--- src/rtl/csr_unit.sv ---
// Machine-mode CSR file and interrupt controller for the Execute stage.
// Latency: reads and redirect are combinational, writes commit at the next edge; no backpressure.
module csr_unit #(
    parameter logic [31:0] MTVEC_RST = 32'h0000_0000
) (
    input  logic        clk,
    input  logic        rst,
    input  logic        valid_E,
    input  logic [31:0] PC_E,
    input  logic [1:0]  csr_op,
    input  logic [11:0] csr_addr,
    input  logic [31:0] csr_wdata,
    input  logic        is_mret,
    input  logic        timer_intr,
    input  logic        ext_intr,
    output logic [31:0] csr_rdata,
    output logic [31:0] epc,
    output logic        epc_taken,
    output logic        trap_kill
);

    localparam logic [31:0] MSTATUS_MASK = 32'h0000_0088;
    localparam logic [31:0] MIE_MASK     = 32'h0000_0880;

    logic [31:0] mstatus_q, mstatus_d;
    logic [31:0] mie_q, mie_d;
    logic [31:0] mtvec_q, mtvec_d;
    logic [31:0] mscratch_q, mscratch_d;
    logic [31:0] mepc_q, mepc_d;
    logic [31:0] mcause_q, mcause_d;
    logic [31:0] mip_q, mip_d;
    logic [63:0] mcycle_q, mcycle_d;

    logic        pend;
    logic        mret_go;
    logic        csr_we;
    logic [31:0] cause;
    logic [31:0] tvec_base;
    logic [31:0] wval;
    logic [63:0] mcycle_inc;

    always_comb begin
        case (csr_addr)
            12'h300: csr_rdata = mstatus_q;
            12'h304: csr_rdata = mie_q;
            12'h305: csr_rdata = mtvec_q;
            12'h340: csr_rdata = mscratch_q;
            12'h341: csr_rdata = mepc_q;
            12'h342: csr_rdata = mcause_q;
            12'h344: csr_rdata = mip_q;
            12'hB00: csr_rdata = mcycle_q[31:0];
            12'hB80: csr_rdata = mcycle_q[63:32];
            default: csr_rdata = 32'h0;
        endcase
    end

    // External outranks timer when both are enabled and pending.
    assign pend      = mstatus_q[3] & valid_E & (|(mip_q & mie_q));
    assign cause     = (mip_q[11] & mie_q[11]) ? 32'd11 : 32'd7;
    assign tvec_base = mtvec_q & ~32'h3;
    assign mret_go   = is_mret & valid_E & ~pend;
    assign csr_we    = valid_E & (|csr_op) & ~pend;
    assign trap_kill = pend;
    assign epc_taken = pend | (is_mret & valid_E);

    always_comb begin
        epc = mepc_q;
        if (pend) begin
            case (mtvec_q[1:0])
                2'b00:   epc = tvec_base;
                2'b01:   epc = tvec_base + (cause << 2);
                default: epc = mepc_q;
            endcase
        end
    end

    always_comb begin
        case (csr_op)
            2'b01:   wval = csr_wdata;
            2'b10:   wval = csr_rdata | csr_wdata;
            2'b11:   wval = csr_rdata & ~csr_wdata;
            default: wval = csr_rdata;
        endcase
    end

    assign mcycle_inc = mcycle_q + 64'd1;

    always_comb begin
        mstatus_d  = mstatus_q;
        mie_d      = mie_q;
        mtvec_d    = mtvec_q;
        mscratch_d = mscratch_q;
        mepc_d     = mepc_q;
        mcause_d   = mcause_q;
        mip_d      = {20'h0, ext_intr, 3'b000, timer_intr, 7'h00};
        mcycle_d   = mcycle_inc;

        if (csr_we) begin
            case (csr_addr)
                12'h300: mstatus_d  = wval & MSTATUS_MASK;
                12'h304: mie_d      = wval & MIE_MASK;
                12'h305: mtvec_d    = wval & ~32'h2;
                12'h340: mscratch_d = wval;
                12'h341: mepc_d     = wval & ~32'h3;
                12'h342: mcause_d   = wval;
                // The unwritten half still takes the increment, including carry.
                12'hB00: mcycle_d[31:0]  = wval;
                12'hB80: mcycle_d[63:32] = wval;
                default: ;
            endcase
        end

        if (pend) begin
            mepc_d    = PC_E & ~32'h3;
            mcause_d  = {1'b1, cause[30:0]};
            mstatus_d = {24'h0, mstatus_q[3], 7'h00};
        end else if (mret_go) begin
            mstatus_d = {24'h0, 1'b1, 3'b000, mstatus_q[7], 3'b000};
        end
    end

    always_ff @(posedge clk) begin
        if (rst) begin
            mstatus_q  <= 32'h0;
            mie_q      <= 32'h0;
            mtvec_q    <= MTVEC_RST & ~32'h2;
            mscratch_q <= 32'h0;
            mepc_q     <= 32'h0;
            mcause_q   <= 32'h0;
            mip_q      <= 32'h0;
            mcycle_q   <= 64'h0;
        end else begin
            mstatus_q  <= mstatus_d;
            mie_q      <= mie_d;
            mtvec_q    <= mtvec_d;
            mscratch_q <= mscratch_d;
            mepc_q     <= mepc_d;
            mcause_q   <= mcause_d;
            mip_q      <= mip_d;
            mcycle_q   <= mcycle_d;
        end
    end

endmodule

--- config.mk ---
export PLATFORM = sky130hd
export DESIGN_NAME = csr_unit
export DESIGN_NICKNAME = d
export VERILOG_FILES = /design/src/rtl/csr_unit.sv
export SDC_FILE = /design/constraint.sdc
export NUM_CORES = 1
export LEC_CHECK = 0
export BUFFER_PORTS_ARGS = -buffer_cell sky130_fd_sc_hd__buf_4
export CAP_MARGIN = 15
export CORE_ASPECT_RATIO = 0.75
export CORE_MARGIN = 2
export CORE_UTILIZATION = 40
export CTS_CLUSTER_DIAMETER = 200
export DETAILED_ROUTE_END_ITERATION = 8
export GPL_ROUTABILITY_DRIVEN = 0
export HOLD_SLACK_MARGIN = 0.08
export SLEW_MARGIN = 20
export SYNTH_ARGS = -nofsm -noshare
export SYNTH_HDL_FRONTEND = slang
export SYNTH_SLANG_ARGS = --single-unit
--- constraint.sdc ---
create_clock -name clk -period 4.9 [get_ports clk]
set_clock_uncertainty 0.1 [all_clocks]
set_input_delay 0.49 -clock clk [delete_from_list [all_inputs] [get_ports clk]]
set_output_delay 0.49 -clock clk [all_outputs]
set_load 0.01 [all_outputs]
Word-level counts from Yosys, hierarchy flattened
Cells that the tools add are included.
Storage, ports and cells
  flip-flop bits (word level): 225
  bits in latches: 0
  bits in writable memories: 0
  ROM bits: 0
  bits of input ports: 84
  output and inout port bits: 66
  logic and storage cells: 73
  memories kept: 0
Operators by class
  add/subtract/negate cells: 2
  multiply operators: 0
  divide/modulo/power cells: 0
  magnitude comparators: 0
  eq/ne operators: 12
  shifts and indexed selects: 0
  mux-type cells: 18
  bitwise operators: 13
  reductions and logical operators: 18
Operator list (count)
  $mux 32: 9
  $pmux 32 s9: 1
  $pmux 32 s3: 1
  $eq 12x10->1 const B: 7
  $add 64x1->64 const B: 1
  $mux 64: 1
  $pmux 32 s2: 1
  $add 32x6->32: 1
  $and 32x12->32: 1
  $and 32x32->32: 1
  $mux 8: 4
  $not 32->32: 1
  $or 32x32->32: 1
  $reduce_or 32->1: 1
  $eq 12x12->1 const B: 2
  $reduce_and 2->1: 7
  $reduce_bool 2->1: 5
  $and 1x1->1: 7
  $reduce_bool 3->1: 2
  $eq 2x2->1 const B: 2
  $mux 4: 1
  $reduce_or 2->1: 2
  $eq 2x1->1 const B: 1
  $logic_not 2->1: 1
  other kinds (2): 2

Depth between registers and ports, before layout
Gate-level depths: netlist of the first run.
  depth in word-level cells: 8
  gate-level depth with buffers: 11
  mapped depth without buffers: 8

Least setup slack after synthesis of the first run
Ideal clock, no wire load.
  kind: input-to-reg
  start point: input port csr_addr[7]
  end point: register mepc_q[11]
  setup time: 149 ps
  arrival: 2406 ps
  data required time: 4651 ps
  path slack: 2245 ps
  stages on the path: 7
  buffers on the path: 2
  cells stage by stage: buf_2 -> clkbuf_1 -> mux2_2 -> a22oi_1 -> nand2_1 -> a311oi_1 -> o211ai_1
Between the ends
  cells in the longest elaborated chain, start to end: 7
  elaborated cells between the ends (all ways): 18
  those cells by class: eq/ne (9); mux (5); bitwise (2); reduce/logical (2)
RTL lines
  start, declared: RTL line 11  | input logic [11:0] csr_addr,
  $eq 12x12->1 / $eq 12x10->1 (equally long branches): RTL line 43  | case (csr_addr)
  $pmux 32 s9 *: RTL line 43
  named net csr_rdata[11]: RTL line 16  | output logic [31:0] csr_rdata,
  $and 32x32->32 / $or 32x32->32 (equally long branches): RTL line 81, 80
  $pmux 32 s3 *: RTL line 78  | case (csr_op)
  $mux 32 *: RTL line 99  | case (csr_addr)
  $mux 32 *: RTL line 98  | if (csr_we) begin
  $mux 32 *: RTL line 113  | if (pend) begin
  end signal, assigned: RTL line 137  | mepc_q <= mepc_d;
  end, declared: RTL line 29  | logic [31:0] mepc_q, mepc_d;
Mark *: on every way through the listed nets, which the timed path passes. The rest lies on a longest branch. The select of a mux whose other input is x is not followed.
A chain may end at the register's enable or synchronous reset.

Worst setup path in the final report of the first run
  start point: register mtvec_q[14]
  end point: output port epc[31]
Between the ends
  cells in the longest elaborated chain, start to end: 3
RTL lines
  start, declared: RTL line 27  | logic [31:0] mtvec_q, mtvec_d;
  start signal, assigned: RTL line 126  | mtvec_q <= MTVEC_RST & ~32'h2;
  start signal, assigned: RTL line 135  | mtvec_q <= mtvec_d;
  $add 32x6->32: RTL line 71  | 2'b01: epc = tvec_base + (cause << 2);
  $pmux 32 s2: RTL line 69  | case (mtvec_q[1:0])
  $mux 32: RTL line 68  | if (pend) begin
  end, declared: RTL line 17  | output logic [31:0] epc,
Every way passes these cells.

==> flow_summary.ini, run 1 <==
[status]
status = complete, no violations

[detailed_routing]
num_vias = 11620
routedWlPerCell_um = 22.8
routed_wl_um = 44200
drc = 0
vias_per_cell = 5.99
ant_nets = 0
drt_iter0_drc = 1222
drt-pass1-iter-count = 8

[flow_run]
maxCapViolCount = 0

[global_route]
grt_pass1_vias = 10683
grt-ovfl-total = 0
grt_pass1_wl_um = 66400
antenna_found_initial = 0
track_usage_pct = 27.8
grt_max_degree = 58

[timing]
hold_violations = 0
rsz0062_at_grt = no
fin_tns_setup_ns = 0
period_needed_ns = 3.86
slew-limit-headroom_pct = 30.5
maxSlewViolCount = 0
setup_viol = 0
post-route-period-util_pct = 78.8
worst-slew-pin-transition_ns = 1.04
timing.fmax_mhz = 259

[pwr]
power_leakage_nw = 5.02
powerDensity_mw_per_mm2 = 247
ir_drop_v = 0.000246

[synth]
ys_types = 74
synth_top_family_by_area = simple AND/OR/NAND/NOR gates
synth_compound_area_share_pct = 23.2
synth_seq_area_share_pct = 32.7
synthCells = 1457
ys.flop_type = dfxtp_1
yosysWarningCount = 0
avgSynthCellArea_um2 = 8.19
syn_area_mm2 = 0.0119
netlist_top_cells_count = dfxtp_1 (195), nand2_1 (186), nor2_1 (110)
synth.most_common_cell = dfxtp_1
synth-xor-area-share_pct = 8.74
yosys.area.top_type = dfxtp_1
synth_edf_count = 0
synthAdderAreaFrac_pct = 0.420
synthTopCellsByArea = dfxtp_1 (33%), xnor2_1 (5.9%), nand2_1 (5.9%)
synth_seq_cells = 195
ys_async_sr_fraction_pct = 0
synth_mux_area_share_pct = 5.21
synth_top_area_share_pct = 32.7
synthSimpleGateAreaFrac_pct = 24.2

[cts]
cts_sinks = 195
worstSkewPairLatency_ns = 0.45
postCtsSetupBuffers = 0
cts_hold_buf = 0
cts_buffers = 17
cts_buffer_depth = 2
ctsResizeCount = 0
cts_tree = built
cts_max_level = 4
cts_root_buffer = clkbuf_16
clkSlewWorstSetupHoldPaths_ns = 0.07

[placed_design]
numPortBuffers = 145
placed_cell_area_mm2 = 0.0132
place_hpwl_um = 31900
dp.cells = 1908

[finish]
nFillCells = 2890
stdcell_area_mm2 = 0.0139
diodes = 0
final_nets = 1623
finalNonFillerCells = 1939
drive_above_1_share_pct = 18.5
area_delta_synth_final_pct = 16.3

[setup_path]
crit_required_ns = 4.31
cp.arrival_ns = 3.27
r2r-end = mcycle_q[42]
cp_max_fo = 10
path_class = reg2out
startpoint = mtvec_q[14]
r2r_start = mcycle_q[0]
rr_worst_depth = 7
endpoint = epc[31]
crit_path_start_kind = flip-flop
crit_path_end_kind = output pin
reg2reg_slack_ns = 1.59

[die]
die_area_mm2 = 0.0312
ios = 150
initial_core_util_pct = 40.9
die-height_um = 154
rows = 54
core_area_mm2 = 0.0292
die_w_um = 203

[min_path]
hp-class = in2reg
==> flip-flops by register name, summed over array words and instances (netlist names) <==
| register | count |
|---|---|
| mcycle_q | 64 |
| mcause_q | 32 |
| mscratch_q | 32 |
| mtvec_q | 31 |
| mepc_q | 30 |
| mie_q | 2 |
| mip_q | 2 |
| mstatus_q | 2 |
==> logic make-up after synthesis <==
kind of cell / after synthesis
simple gates: 567
compound gates: 362
flops: 195
buf+inv: 150
xor+xnor: 119
mux: 59
fa+ha+maj: 4
other cells: 1
==> per-layer routing <==
layer	vias up	track usage [%]	share of wire [%]	routed length, um
met5	-	0	0	0
met4	0	7.06	1.9	843
met3	48	6.49	9.3	4100
met2	491	40.8	43	19100
met1	5673	40.8	46	20200
li1	5408	-	-	-
==> final cells by class <==
| type | count | area [um^2] | area share (%) |
|---|---|---|---|
| Inverter | 39 | 146 | 1.06 |
| Clock buffer | 19 | 433 | 3.12 |
| Tap cell | 392 | 490 | 3.54 |
| Sequential cell | 195 | 3900 | 28.1 |
| Clock inverter | 12 | 183 | 1.32 |
| Timing Repair Buffer | 169 | 1270 | 9.15 |
| Multi-Input combinational cell | 1113 | 7440 | 53.7 |
==> worst max-delay path: stages (launching register included) <==
cell,delay [ns]
dfxtp_1,0.51
and4_1,0.34
and4_1,0.35
nand4_1,0.41
nor4_1,0.50
xnor2_1,0.10
o21ai_0,0.40
buf_4,0.21
==> layout by cell type (no fill, tap or decap), types with 25 or more instances in the layout <==
cell type	synthesis	final
nand2_1	186	185
xnor2_1	81	81
nor2_1	110	110
o22ai_1	48	48
dfxtp_1	195	195
nand2b_1	45	45
nand4_1	27	27
a211oi_1	56	56
and2_1	32	32
o21ai_0	60	60
a21oi_1	33	33
nand3_1	40	40
nor3_1	35	31
mux2_2	25	25
buf_4	6	169
xor2_1	38	38
a22o_1	38	38
mux2i_1	34	34
inv_1	38	38
==> per-stage QoR <==
stage	power, mW	setup slack (ns)	hold WS, ns	util [%]
2_1_floorplan	1.80	2.24	0.325	-
3_3_place_gp	1.94	1.21	0.335	45.4
3_5_place_dp	1.94	1.16	0.343	45.4
4_1_cts	3.43	1.12	0.170	47.5
5_1_grt	3.51	0.905	0.189	47.5
6_report	3.43	1.04	0.173	47.5
==> power breakdown <==
part | internal [mW] | leakage [nW] | switching, mW
Clock | 0.856 | 0.301 | 0.664
Combinational | 0.115 | 3.15 | 0.202
Sequential | 1.59 | 1.57 | 0.00386
Total | 2.56 | 5.02 | 0.870
==> how the worst min path moves through the flow <==
stage                             from      endpoint  slack (ns)  depth (start not counted)
after floorplan           mcause_q[10]  mcause_q[10]        0.32                          2
after global placement    mcause_q[27]  mcause_q[27]        0.33                          2
after detailed placement   mcause_q[7]   mcause_q[7]        0.34                          2
after CTS                     ext_intr     mip_q[11]        0.17                          2
after global routing           PC_E[7]     mepc_q[7]        0.19                          3
final                         ext_intr     mip_q[11]        0.17                          2
(Power assumes the default switching activity.)
==> inputs of run 2 (changes only) <==
- clock period: 4.9 -> 3.3 ns (I/O delays scaled with it)
==> run 2 against run 1 <==
  * Largest power group unchanged
  * Via count up 2.3%
  * Register-to-register slack worse by 0.95 ns
  * Sequential cell count unchanged
  * Critical path depth up 2
  * Routed wire length up 0.67%
  * Sequential share of layout area down 1.1 points
  * Combinational power up 63%
  * Critical path type unchanged
  * Setup slack worse by 0.94 ns
  * The run now ends with DRC left
  * Sequential power up 48%
  * Final cell count up 3.7%
==> flow_summary.ini, run 2 (synthesis gave the netlist of run 1 again) <==
[detailed_routing]
drt-met1-wl_um = 20300
routed_wl_um = 44500
routedWlPerCell_um = 22.2
vias_per_cell = 5.92
wl_met3_um = 4050
drc = 2
wl_met2_um = 19400
drt-pass1-iter-count = 9
routed.top_layer = met4
ant_nets = 0
drt_iter0_drc = 1318
num_vias = 11891

[setup_path]
cp_cell_sequence = nand2_2 -> ha_1 -> o21a_1 -> o21a_1 -> or2_2 -> and3_1 -> xnor2_1 -> o21ai_0 -> buf_4
crit_path_end_kind = output pin
crit_required_ns = 2.87
reg2reg_slack_ns = 0.64
critPathMaxStageDelay_ns = 0.40
cp_max_fo = 4
crit_path_start_kind = flip-flop
cp.arrival_ns = 2.77
cp_slowest_cell = dfxtp_1
path_class = reg2out
cp_common_cell = o21a_1

[timing]
worst-slew-pin-transition_ns = 0.905
setup_viol = 0
maxSlewViolCount = 0
timing.fmax_mhz = 312
rsz0062_at_grt = no
fin_ws_ns = 0.0952
slew-limit-headroom_pct = 39.7
fin_tns_setup_ns = 0
post-route-period-util_pct = 97.1
hold_violations = 0
holdWs_ns = 0.0992
period_needed_ns = 3.20

[placed_design]
preCtsSetupSlack_ns = 0.333
numPortBuffers = 145
place_hpwl_um = 32900

[die]
ios = 150
die_area_mm2 = 0.0312
die_w_um = 203
core_area_mm2 = 0.0292
rows = 54
die-height_um = 154
initial_core_util_pct = 40.9

[status]
violations = DRC
status = finished, violations left

[pwr]
powerDensity_mw_per_mm2 = 345
power.total_mw = 4.99
power_leakage_nw = 5.33
ir_drop_v = 0.000332

[cts]
cts_buffer_depth = 2
cts_root_buffer = clkbuf_16
cts_tree = built
postCtsSetupBuffers = 0
clkSlewWorstSetupHoldPaths_ns = 0.08
cts_buffers = 17
cts_sinks = 195
worstSkewPairLatency_ns = 0.45
cts_max_level = 4

[global_route]
track_usage_pct = 27.9
grt-ovfl-total = 0
antenna_found_initial = 0
grt_pass1_vias = 10936
grt_max_degree = 57
grt_pass1_wl_um = 66400

[finish]
final_cell_mix = buf_4 (211), dfxtp_1 (193), nand2_1 (184)
diodes = 0
final_common_cell = buf_4
final_nets = 1694
area_delta_synth_final_pct = 21.2
biggestRegsByFlops = mcycle_q (64), mcause_q (32), mscratch_q (32)
fin_util_pct = 49.5
regMostFlops = mcycle_q
drive_above_1_share_pct = 20.7
largest_reg_flops = 64

[flow_run]
maxCapViolCount = 0

[min_path]
hp-class = in2reg
==> run 2: cell count changes in the layout (fill, tap and decap cells not counted), moves of 4 or more <==
cell / change
buf_4: +42
dlygate4sd3_1: +26
inv_6: +5
clkinv_4: -4
o21ai_0: -4
o21ai_1: +4
==> run 2: cell type report <==
cell class | instances | area (um^2)
Timing Repair Buffer | 240 | 1900
Clock inverter | 11 | 114
Sequential cell | 195 | 3910
Multi-Input combinational cell | 1113 | 7440
Fill cell | 2873 | 14700
Inverter | 39 | 146
Clock buffer | 20 | 457
Tap cell | 392 | 490
==> run 2: critical path: cells and delay by family, from the launching register on <==
family / cells / cell delay [ns]
simple gates: 3 / 0.67
xor+xnor: 1 / 0.14
compound gates: 3 / 0.60
fa+ha+maj: 1 / 0.34
buf+inv: 1 / 0.18
flops: 1 / 0.40
==> run 2: metal layers <==
metal,track usage [%],vias to the layer above
met1,41.0,5754
met4,6.19,0
met3,5.93,50
li1,-,5556
met2,41.7,531
met5,0,-
==> run 2: path summary, 6_finish.rpt <==
kind                 start             to  cells past startpoint
max              mie_q[11]         epc[7]                      9
min               PC_E[14]     mepc_q[14]                      3
max reg2reg   mcycle_q[35]   mcycle_q[57]                      6
min reg2reg  mscratch_q[1]  mscratch_q[1]                      2
==> run 2: metrics by stage <==
| step | instances | area [um^2] |
|---|---|---|
| after floorplan | 1458 | 11900 |
| after global placement | 1953 | 13600 |
| after detailed placement | 1953 | 13600 |
| after CTS | 2010 | 14400 |
| after global routing | 2010 | 14500 |
| final | 2010 | 14500 |
==> run 2: what timing repair did <==
item / in CTS / in global routing
hold buffers: 26 / 0
endpoints found under the hold margin: 26 / 0
pin swaps: 0 / 0
resized for setup: 1 / 9
endpoints found under the setup margin: 1 / 10
==> run 2: report_power, final <==
part	leakage, nW	total (mW)	internal [mW]	switching [mW]
Clock	0.271	2.11	1.10	1.01
Sequential	1.57	2.36	2.36	0.00571
Combinational	3.49	0.517	0.204	0.313
Total	5.33	4.99	3.66	1.33
